## src/rtl/dmem_pkg.sv

```systemverilog
// Data-memory map constants, request payload and arbiter state encoding,
// shared by the arbiter and the memory controller.
package dmem_pkg;

    localparam int unsigned DMEM_AW       = 32;
    localparam int unsigned DMEM_DW       = 32;
    localparam int unsigned DMEM_ROM_BASE = 400;
    localparam int unsigned DMEM_RAM_BASE = 8500;
    localparam int unsigned DMEM_MAP_END  = 138100;

    typedef enum logic [1:0] {
        IDLE,
        ISSUE,
        WAIT,
        RESP
    } arb_state_t;

    typedef struct packed {
        logic               we;
        logic [DMEM_AW-1:0] addr;
        logic [DMEM_DW-1:0] wd;
    } dmem_req_t;

    // Unmapped address, or a write that lands in ROM.
    function automatic logic dmem_access_err(
        input logic [DMEM_AW-1:0] addr,
        input logic               we,
        input logic [DMEM_AW-1:0] rom_base,
        input logic [DMEM_AW-1:0] ram_base,
        input logic [DMEM_AW-1:0] map_end
    );
        return (addr < rom_base) || (addr >= map_end) || (we && (addr < ram_base));
    endfunction

endpackage

```

## src/rtl/rr_pick2.sv

```systemverilog
// Two-port winner selection with bounded repeat priority for port 0,
// plus the burst counter value that goes with the chosen winner.
module rr_pick2 #(
    parameter int unsigned P0_BURST = 4,
    parameter int unsigned CNT_W    = 3
) (
    input  logic [1:0]       req,
    input  logic             last_grant,
    input  logic [CNT_W-1:0] burst_cnt,
    output logic             winner_c,
    output logic [CNT_W-1:0] burst_nxt_c
);

    always_comb begin
        winner_c    = 1'b0;
        burst_nxt_c = CNT_W'(1);
        if (req == 2'b11) begin
            if (!last_grant && (burst_cnt < CNT_W'(P0_BURST))) begin
                winner_c = 1'b0;
            end else begin
                winner_c = ~last_grant;
            end
        end else begin
            winner_c = req[1];
        end
        // Saturating count of consecutive grants to the same port.
        if (winner_c == last_grant) begin
            if (burst_cnt < CNT_W'(P0_BURST)) begin
                burst_nxt_c = burst_cnt + CNT_W'(1);
            end else begin
                burst_nxt_c = burst_cnt;
            end
        end
    end

endmodule

```

## src/rtl/dmem_arbiter.sv

```systemverilog
// Arbitrates the single data-memory port between the MEM stage (port 0) and
// the bulk loader (port 1); one transaction in flight, ROM/unmapped checks.
module dmem_arbiter
    import dmem_pkg::*;
#(
    parameter int unsigned RD_LAT   = 1,
    parameter int unsigned ROM_BASE = DMEM_ROM_BASE,
    parameter int unsigned RAM_BASE = DMEM_RAM_BASE,
    parameter int unsigned MAP_END  = DMEM_MAP_END,
    parameter int unsigned P0_BURST = 4
) (
    input  logic               clk,
    input  logic               rst_n,
    input  logic [1:0]         req_i,
    input  logic [1:0]         we_i,
    input  logic [DMEM_AW-1:0] addr0_i,
    input  logic [DMEM_AW-1:0] addr1_i,
    input  logic [DMEM_DW-1:0] wd0_i,
    input  logic [DMEM_DW-1:0] wd1_i,
    output logic [1:0]         ack_o,
    output logic               err_o,
    output logic [DMEM_DW-1:0] rd_o,
    output logic               mem_we,
    output logic [DMEM_AW-1:0] mem_addr,
    output logic [DMEM_AW-1:0] mem_wd,
    input  logic [DMEM_DW-1:0] mem_rd
);

    localparam int unsigned CNT_W = $clog2(P0_BURST + 1);
    localparam int unsigned LAT_W = 2;

    arb_state_t         state_q, state_d;
    logic               last_q, last_d;
    logic [CNT_W-1:0]   burst_q, burst_d;
    logic               grant_q, grant_d;
    logic               we_q, we_d;
    logic               bad_q, bad_d;
    logic [LAT_W-1:0]   lat_q, lat_d;

    logic [1:0]         ack_d;
    logic               err_d;
    logic [DMEM_DW-1:0] rd_d;
    logic               mem_we_d;
    logic [DMEM_AW-1:0] mem_addr_d;
    logic [DMEM_DW-1:0] mem_wd_d;

    logic               pick_c;
    logic [CNT_W-1:0]   pick_burst_c;
    dmem_req_t          sel_req_c;
    logic               sel_bad_c;

    rr_pick2 #(
        .P0_BURST (P0_BURST),
        .CNT_W    (CNT_W)
    ) u_pick (
        .req         (req_i),
        .last_grant  (last_q),
        .burst_cnt   (burst_q),
        .winner_c    (pick_c),
        .burst_nxt_c (pick_burst_c)
    );

    // Winner payload mux and access classification.
    always_comb begin
        if (pick_c) begin
            sel_req_c.we   = we_i[1];
            sel_req_c.addr = addr1_i;
            sel_req_c.wd   = wd1_i;
        end else begin
            sel_req_c.we   = we_i[0];
            sel_req_c.addr = addr0_i;
            sel_req_c.wd   = wd0_i;
        end
        sel_bad_c = dmem_access_err(sel_req_c.addr, sel_req_c.we,
                                    DMEM_AW'(ROM_BASE), DMEM_AW'(RAM_BASE), DMEM_AW'(MAP_END));
    end

    always_comb begin
        state_d    = state_q;
        last_d     = last_q;
        burst_d    = burst_q;
        grant_d    = grant_q;
        we_d       = we_q;
        bad_d      = bad_q;
        lat_d      = lat_q;
        ack_d      = 2'b00;
        err_d      = 1'b0;
        rd_d       = '0;
        mem_we_d   = 1'b0;
        mem_addr_d = mem_addr;
        mem_wd_d   = mem_wd;
        unique case (state_q)
            IDLE: begin
                if (|req_i) begin
                    grant_d    = pick_c;
                    last_d     = pick_c;
                    burst_d    = pick_burst_c;
                    we_d       = sel_req_c.we;
                    bad_d      = sel_bad_c;
                    mem_addr_d = sel_bad_c ? '0 : sel_req_c.addr;
                    mem_we_d   = sel_req_c.we & ~sel_bad_c;
                    mem_wd_d   = sel_req_c.wd;
                    state_d    = ISSUE;
                end
            end
            ISSUE: begin
                // Errors and writes need no read data; single-cycle reads are ready in RESP.
                if (bad_q || we_q || (RD_LAT == 1)) begin
                    state_d = RESP;
                end else begin
                    lat_d   = LAT_W'(RD_LAT - 2);
                    state_d = WAIT;
                end
            end
            WAIT: begin
                if (lat_q == '0) begin
                    state_d = RESP;
                end else begin
                    lat_d = lat_q - LAT_W'(1);
                end
            end
            RESP: begin
                ack_d   = grant_q ? 2'b10 : 2'b01;
                err_d   = bad_q;
                rd_d    = (we_q || bad_q) ? '0 : mem_rd;
                state_d = IDLE;
            end
            default: state_d = IDLE;
        endcase
    end

    always_ff @(posedge clk or negedge rst_n) begin
        if (!rst_n) begin
            state_q  <= IDLE;
            last_q   <= 1'b1;
            burst_q  <= '0;
            grant_q  <= 1'b0;
            we_q     <= 1'b0;
            bad_q    <= 1'b0;
            lat_q    <= '0;
            ack_o    <= 2'b00;
            err_o    <= 1'b0;
            rd_o     <= '0;
            mem_we   <= 1'b0;
            mem_addr <= '0;
            mem_wd   <= '0;
        end else begin
            state_q  <= state_d;
            last_q   <= last_d;
            burst_q  <= burst_d;
            grant_q  <= grant_d;
            we_q     <= we_d;
            bad_q    <= bad_d;
            lat_q    <= lat_d;
            ack_o    <= ack_d;
            err_o    <= err_d;
            rd_o     <= rd_d;
            mem_we   <= mem_we_d;
            mem_addr <= mem_addr_d;
            mem_wd   <= mem_wd_d;
        end
    end

endmodule

```

## config.mk

```make
export PLATFORM = sky130hd
export DESIGN_NAME = dmem_arbiter
export DESIGN_NICKNAME = d
export VERILOG_FILES = /design/src/rtl/dmem_pkg.sv /design/src/rtl/rr_pick2.sv /design/src/rtl/dmem_arbiter.sv
export SDC_FILE = /design/constraint.sdc
export NUM_CORES = 1
export LEC_CHECK = 0
export CORE_UTILIZATION = 39
export CTS_CLUSTER_SIZE = 30
export DETAILED_ROUTE_END_ITERATION = 16
export PLACE_DENSITY = 0.81
export SYNTH_ARGS = -nofsm -noshare
export SYNTH_HDL_FRONTEND = slang
export SYNTH_SLANG_ARGS = --single-unit
```

## constraint.sdc

```tcl
create_clock -name clk -period 2.05 [get_ports clk]
set_input_delay 0.205 -clock clk [delete_from_list [all_inputs] [get_ports clk]]
set_output_delay 0.205 -clock clk [all_outputs]
set_load 0.02 [all_outputs]
```

Word-level counts from Yosys, hierarchy flattened
Index checks and enable logic that the tools add are counted.
{"block": "totals", "ff_bits": 111, "latchBits": 0, "mem_bits_rw": 0, "mem_bits_ro": 0, "out_inout_bits": 100, "n_memories": 0}
{"block": "op_classes", "addsub": 2, "mul": 0, "div_mod_pow": 0, "order_cmp": 4, "eq_ne": 8, "shift": 0, "muxes": 16, "bitwise": 4, "reduce_logical": 13}
{"op": "$mux 32", "n": 3}
{"op": "$mux 65", "n": 1}
{"op": "$ge 32x18->1 const B", "n": 1}
{"op": "$lt 32x14->1 const B", "n": 1}
{"op": "$lt 32x9->1 const B", "n": 1}
{"op": "$mux 2", "n": 4}
{"op": "$pmux 2 s4", "n": 1}
{"op": "$eq 2x2->1 const B", "n": 3}
{"op": "$mux 3", "n": 2}
{"op": "$reduce_and 2->1", "n": 3}
{"op": "$mux 1", "n": 5}
{"op": "$logic_not 2->1", "n": 2}
{"op": "$ne 2x2->1 const B", "n": 2}
{"op": "$add 3x1->3 const B", "n": 1}
{"op": "$logic_or 1x1->1", "n": 3}
{"op": "$lt 3x3->1 const B", "n": 1}
{"op": "$not 1->1", "n": 3}
{"op": "$reduce_and 3->1", "n": 1}
{"op": "$eq 2x1->1 const B", "n": 1}
{"op": "$logic_and 1x1->1", "n": 2}
{"op": "$ne 2x1->1 const B", "n": 1}
{"op": "$reduce_or 2->1", "n": 1}
{"op": "$sub 2x1->2 const B", "n": 1}
{"op": "$and 1x1->1", "n": 1}
{"op": "other kinds (2)", "n": 2}

Longest topological paths before layout
{"block": "depth", "ltp_word": 12, "mapped_depth": 7, "depth_no_buf": 6}

Hierarchy
A second synthesis with hierarchy kept.
{"block": "unflattened", "cells_unflattened": 465, "area_unflattened_um2": 5022.3}
{"module": "dmem_arbiter", "instances": 1, "cells_per_inst": 451, "area_each_um2": 4921.0, "seq_area_each_um2": 2778.9}
{"module": "rr_pick2", "instances": 1, "cells_per_inst": 14, "area_each_um2": 101.3, "seq_area_each_um2": 0.0}

Least setup slack after synthesis
Ideal clock, no wire load.
{"block": "synth_path", "path_kind": "flip-flop to flip-flop", "start": "reg last_q", "end": "reg mem_addr[10]", "setup_ns": 0.092, "arrival_ns": 1.722, "required_time_ns": 1.958, "slack_ns": 0.236, "stages_incl_launch_ff": 7, "synth_period_minus_slack_ns": 1.814, "cell_sequence": "dfstp_2 > nor2b_4 > o21a_1 > nor4_2 > o32ai_4 > buf_6 > o31ai_2"}
{"block": "synth_via", "elab_chain_len": 9}
{"element": "start: declaration", "line": "dmem_arbiter.sv:33", "text": "logic last_q, last_d;"}
{"element": "start signal: assignment", "line": "dmem_arbiter.sv:149", "text": "last_q <= last_d;"}
{"element": "$logic_not 1->1", "line": "rr_pick2.sv:18", "text": "if (!last_grant && (burst_cnt < CNT_W'(P0_BURST))) begin"}
{"element": "$logic_and 1x1->1", "line": "rr_pick2.sv:18"}
{"element": "$mux 1 *", "line": "rr_pick2.sv:18"}
{"element": "$mux 1 *", "line": "rr_pick2.sv:17", "text": "if (req == 2'b11) begin"}
{"element": "$mux 65 *", "line": "dmem_arbiter.sv:65", "text": "if (pick_c) begin"}
{"element": "$lt 32x9->1, or another cell as far along", "line": "dmem_pkg.sv:32", "text": "return (addr < rom_base) || (addr >= map_end) || (we && (addr < ram_base));"}
{"element": "$logic_or 1x1->1 or $logic_and 1x1->1 (tied branches)", "line": "dmem_pkg.sv:32"}
{"element": "$logic_or 1x1->1", "line": "dmem_pkg.sv:32"}
{"element": "$mux 32 *", "line": "dmem_arbiter.sv:100", "text": "mem_addr_d = sel_bad_c ? '0 : sel_req_c.addr;"}
{"element": "end signal: assignment", "line": "dmem_arbiter.sv:159", "text": "mem_addr <= mem_addr_d;"}
{"element": "end: declaration", "line": "dmem_arbiter.sv:24", "text": "output logic [DMEM_AW-1:0] mem_addr,"}
Every way passes the cells marked *; elsewhere a longest branch is shown, timed or not.
A chain may end at the register's enable or synchronous reset.

Worst setup path after layout
{"block": "layout_path", "start": "reg burst_q[2]", "end": "reg mem_we"}
{"block": "layout_via", "elab_chain_len": 12}
{"element": "start: declaration", "line": "dmem_arbiter.sv:34", "text": "logic [CNT_W-1:0] burst_q, burst_d;"}
{"element": "start signal: assignment", "line": "dmem_arbiter.sv:150", "text": "burst_q <= burst_d;"}
{"element": "$lt 3x3->1 *", "line": "rr_pick2.sv:18"}
{"element": "$logic_and 1x1->1 *", "line": "rr_pick2.sv:18"}
{"element": "$mux 1 *", "line": "rr_pick2.sv:18"}
{"element": "$mux 1 *", "line": "rr_pick2.sv:17"}
{"element": "$mux 65 *", "line": "dmem_arbiter.sv:65"}
{"element": "$lt 32x9->1, or another cell as far along", "line": "dmem_pkg.sv:32"}
{"element": "$logic_or 1x1->1 or $logic_and 1x1->1 (tied branches)", "line": "dmem_pkg.sv:32"}
{"element": "$logic_or 1x1->1", "line": "dmem_pkg.sv:32"}
{"element": "$not 1->1", "line": "dmem_arbiter.sv:101", "text": "mem_we_d = sel_req_c.we & ~sel_bad_c;"}
{"element": "$and 1x1->1 *", "line": "dmem_arbiter.sv:101"}
{"element": "$mux 1 *", "line": "dmem_arbiter.sv:94", "text": "if (|req_i) begin"}
{"element": "$mux 1 *", "line": "dmem_arbiter.sv:92", "text": "unique case (state_q)"}
{"element": "named net mem_we_d", "line": "dmem_arbiter.sv:43", "text": "logic mem_we_d;"}
{"element": "end signal: assignment", "line": "dmem_arbiter.sv:158", "text": "mem_we <= mem_we_d;"}
{"element": "end: declaration", "line": "dmem_arbiter.sv:23", "text": "output logic mem_we,"}
Mark *: on every way through the listed nets, which the timed path passes. The rest lies on a longest branch.

==> run metrics <==
status finished, final reports clean; share of cells above drive strength 1 9.91%; Setup-failing EPs final 0; area delta synth->final 71.7%; Die Y 114 um; largest net degree at the start of global routing 45; most frequent cells in the layout clkdlybuf4s50_1 (264), dfrtp_1 (110), nand2_1 (95); pwr/cell area 916 mW/mm^2; final worst path period share 95.5%; Slew Limit Fails 0; first-pass GRT wire length 23500 um; skew final 0.00898 ns; data required time of the critical path 2.28 ns; initial antenna violation count 0; area of the multi-input gates 0.00198 mm^2; CP max-delay cell dfrtp_1; GP Congestion 0.909; design area 0.00834 mm^2; placed cell count 916; CTS Buffer Depth 2; top fanout value on the critical path 15; Starting DRT DRC Count 217; met2 GRT Util 42.4%; H-tree levels 3; grt ovf 0; Root Driver clkbuf_16; Cell variety after synth 44; Skew-Pair Late Insertion Delay 0.34 ns; crit path DAT 2.19 ns; Antenna Violating Nets Remaining 0; CTS clk-pin slew, worst paths 0.07 ns; DP Area 0.00796 mm^2; top_reg_cell synth dfrtp_1; Setup TNS 0 ns; Post-synth ARST share 100%; most common cell after layout, fill and taps aside clkdlybuf4s50_1; CTS sink cnt 111; Initial Util 40.3%; Yosys warning count 0; crit-path most repeated cell buf_4; Tot GR Track Use 23.4%; DRC errors left 0; Buf+Inv Stages, Crit Path 2; leakage power 3.62 nW; Mapped Cells 470; FMAX 0.511 GHz; fill count 896; Avg Inst Size Synth 10.3 um^2; post-synthesis sequential area ratio 57.2%; Hold Vio Cnt, Final 0; post-DP HPWL 11400 um; Crit path largest cell delay 0.42 ns; via count 4592; width of the chip 114 um; Core ar. 0.0121 mm^2; total iterations of the first detailed-routing run 4; Setup Crit Path Kind reg2reg; worst-path cell chain nor2b_4 -> o21ai_4 -> buf_4 -> buf_4 -> nor3_1 -> o21ai_0 -> nor4_2; Most Used Layer, Global Route met2; nets 934; min Tclk post-route 1.96 ns; Total Routed Length 14900 um; CTS Buf Count 9; min-delay worst type in2reg; Synthesized Nets 642; post-synthesis register bit count 111; CTS tree built; MaxCap Viol Count 0; vias in the first global route 4845; cell area after synthesis 0.00486 mm^2; met3 usage 4.73%; floorplan row count 40; Non-Filler Instances 935; Top Family by Delay on Critical Path simple AND/OR/NAND/NOR gates; port bufs 265; met1 global-route usage 26.6%; Rel. slew slack 39.1%; FF+latch area 0.00278 mm^2; EDFF count, synth 0; Setup crit end kind flop; die area 0.0129 mm^2; diode count 0; WL per Instance 15.9 um; Worst VDD drop 583 uV; worst slew pin tran 0.912 ns; CP Launch Type flop; # IOs 266; Via density 4.91
-- area by class of cell --
class                      instances  share of cell area, %
timing repair buffer             307                   36.4
sequential                       111                   33.3
multi-input combinational        325                   23.7
clock buffer                      10                   2.87
tap                              168                   2.52
clock inverter                     6                  0.811
inverter                           8                  0.360
-- worst reg2reg max path: cells and delay by family, from the launching register on --
kind,cells,cell delay (ns)
buffers and inverters,2,0.34
and+or+nand+nor,3,0.81
DFF,1,0.42
AOI/OAI and AO/OA,2,0.28
-- synthesized netlist by cell type, drive strengths merged, types with 3 or more instances --
| cell | instances | area [um^2] |
|---|---|---|
| inv | 8 | 30.0 |
| nand2 | 95 | 357 |
| mux2i | 19 | 190 |
| buf | 5 | 36.3 |
| nor3 | 4 | 20.0 |
| nor4 | 14 | 106 |
| clkbuf | 21 | 78.8 |
| a31oi | 34 | 213 |
| nor2b | 3 | 26.3 |
| and2 | 48 | 300 |
| o31ai | 15 | 138 |
| dfrtp | 110 | 2750 |
| ha | 6 | 75.1 |
| a21oi | 8 | 40.0 |
| nor2 | 39 | 146 |
| o21ai | 15 | 86.3 |
-- per-layer routing --
metal | wire length (um) | vias to the layer above
li1 | - | 2191
met4 | 354 | 0
met3 | 860 | 30
met1 | 5970 | 2169
met5 | 0 | -
met2 | 7690 | 202
-- timing repair --
item                       CTS  global route
pin swaps                    1             0
resized for setup            1             3
hold endpoints to repair    42             0
buffers inserted             2             0
hold buffers                 1             0
setup endpoints to repair   39             4
-- sequential cells by signal (all words and copies together), names as in the netlist --
signal    flops
mem_addr     32
mem_wd       32
rd_o         32
burst_q       3
ack_o         2
lat_q         2
state_q       2
bad_q         1
err_o         1
grant_q       1
last_q        1
mem_we        1
we_q          1
-- cell families after synthesis --
kind of cell | count (synthesis) | synth area share [%]
DFF | 111 | 57.2
and+or+nand+nor | 209 | 20.5
xor gates and xnor gates | 2 | 0.361
adders and majority gates | 7 | 1.75
AOI/OAI and AO/OA | 88 | 13.2
muxes | 19 | 3.92
buffers and inverters | 34 | 2.99
-- power breakdown --
group / switching, mW / internal, mW / leakage (nW)
Combinational: 1.51 / 1.45 / 2.05
Sequential: 0.257 / 2.64 / 1.43
Clock: 0.798 / 0.986 / 0.145
-- path summary, 6_finish.rpt --
| check | startpoint | end | slack (ns) | cells past startpoint |
|---|---|---|---|---|
| setup / recovery | burst_q[2] | mem_we | 0.09 | 7 |
| hold / removal | wd1_i[2] | mem_wd[2] | 0.41 | 3 |
| setup reg to reg | burst_q[2] | mem_we | 0.09 | 7 |
| hold reg to reg | grant_q | ack_o[0] | 0.44 | 1 |
| max in group asynchronous | rst_n | mem_wd[24] | 0.97 | 3 |
| min in group asynchronous | rst_n | rd_o[12] | 0.42 | 2 |
-- metrics by stage --
step                hold slack, ns  setup slack [ns]  power (mW)  utilization (%)
floorplan                  -0.0906             0.236        4.36                -
global placement             0.240            -0.306        5.79             66.0
detailed placement           0.252            -0.380        5.88             66.0
CTS                          0.400             0.118        7.68             68.9
global route                 0.412           -0.0269        8.07             69.1
finish                       0.411            0.0914        7.63             69.1
Power figures use the tool's default switching activity.
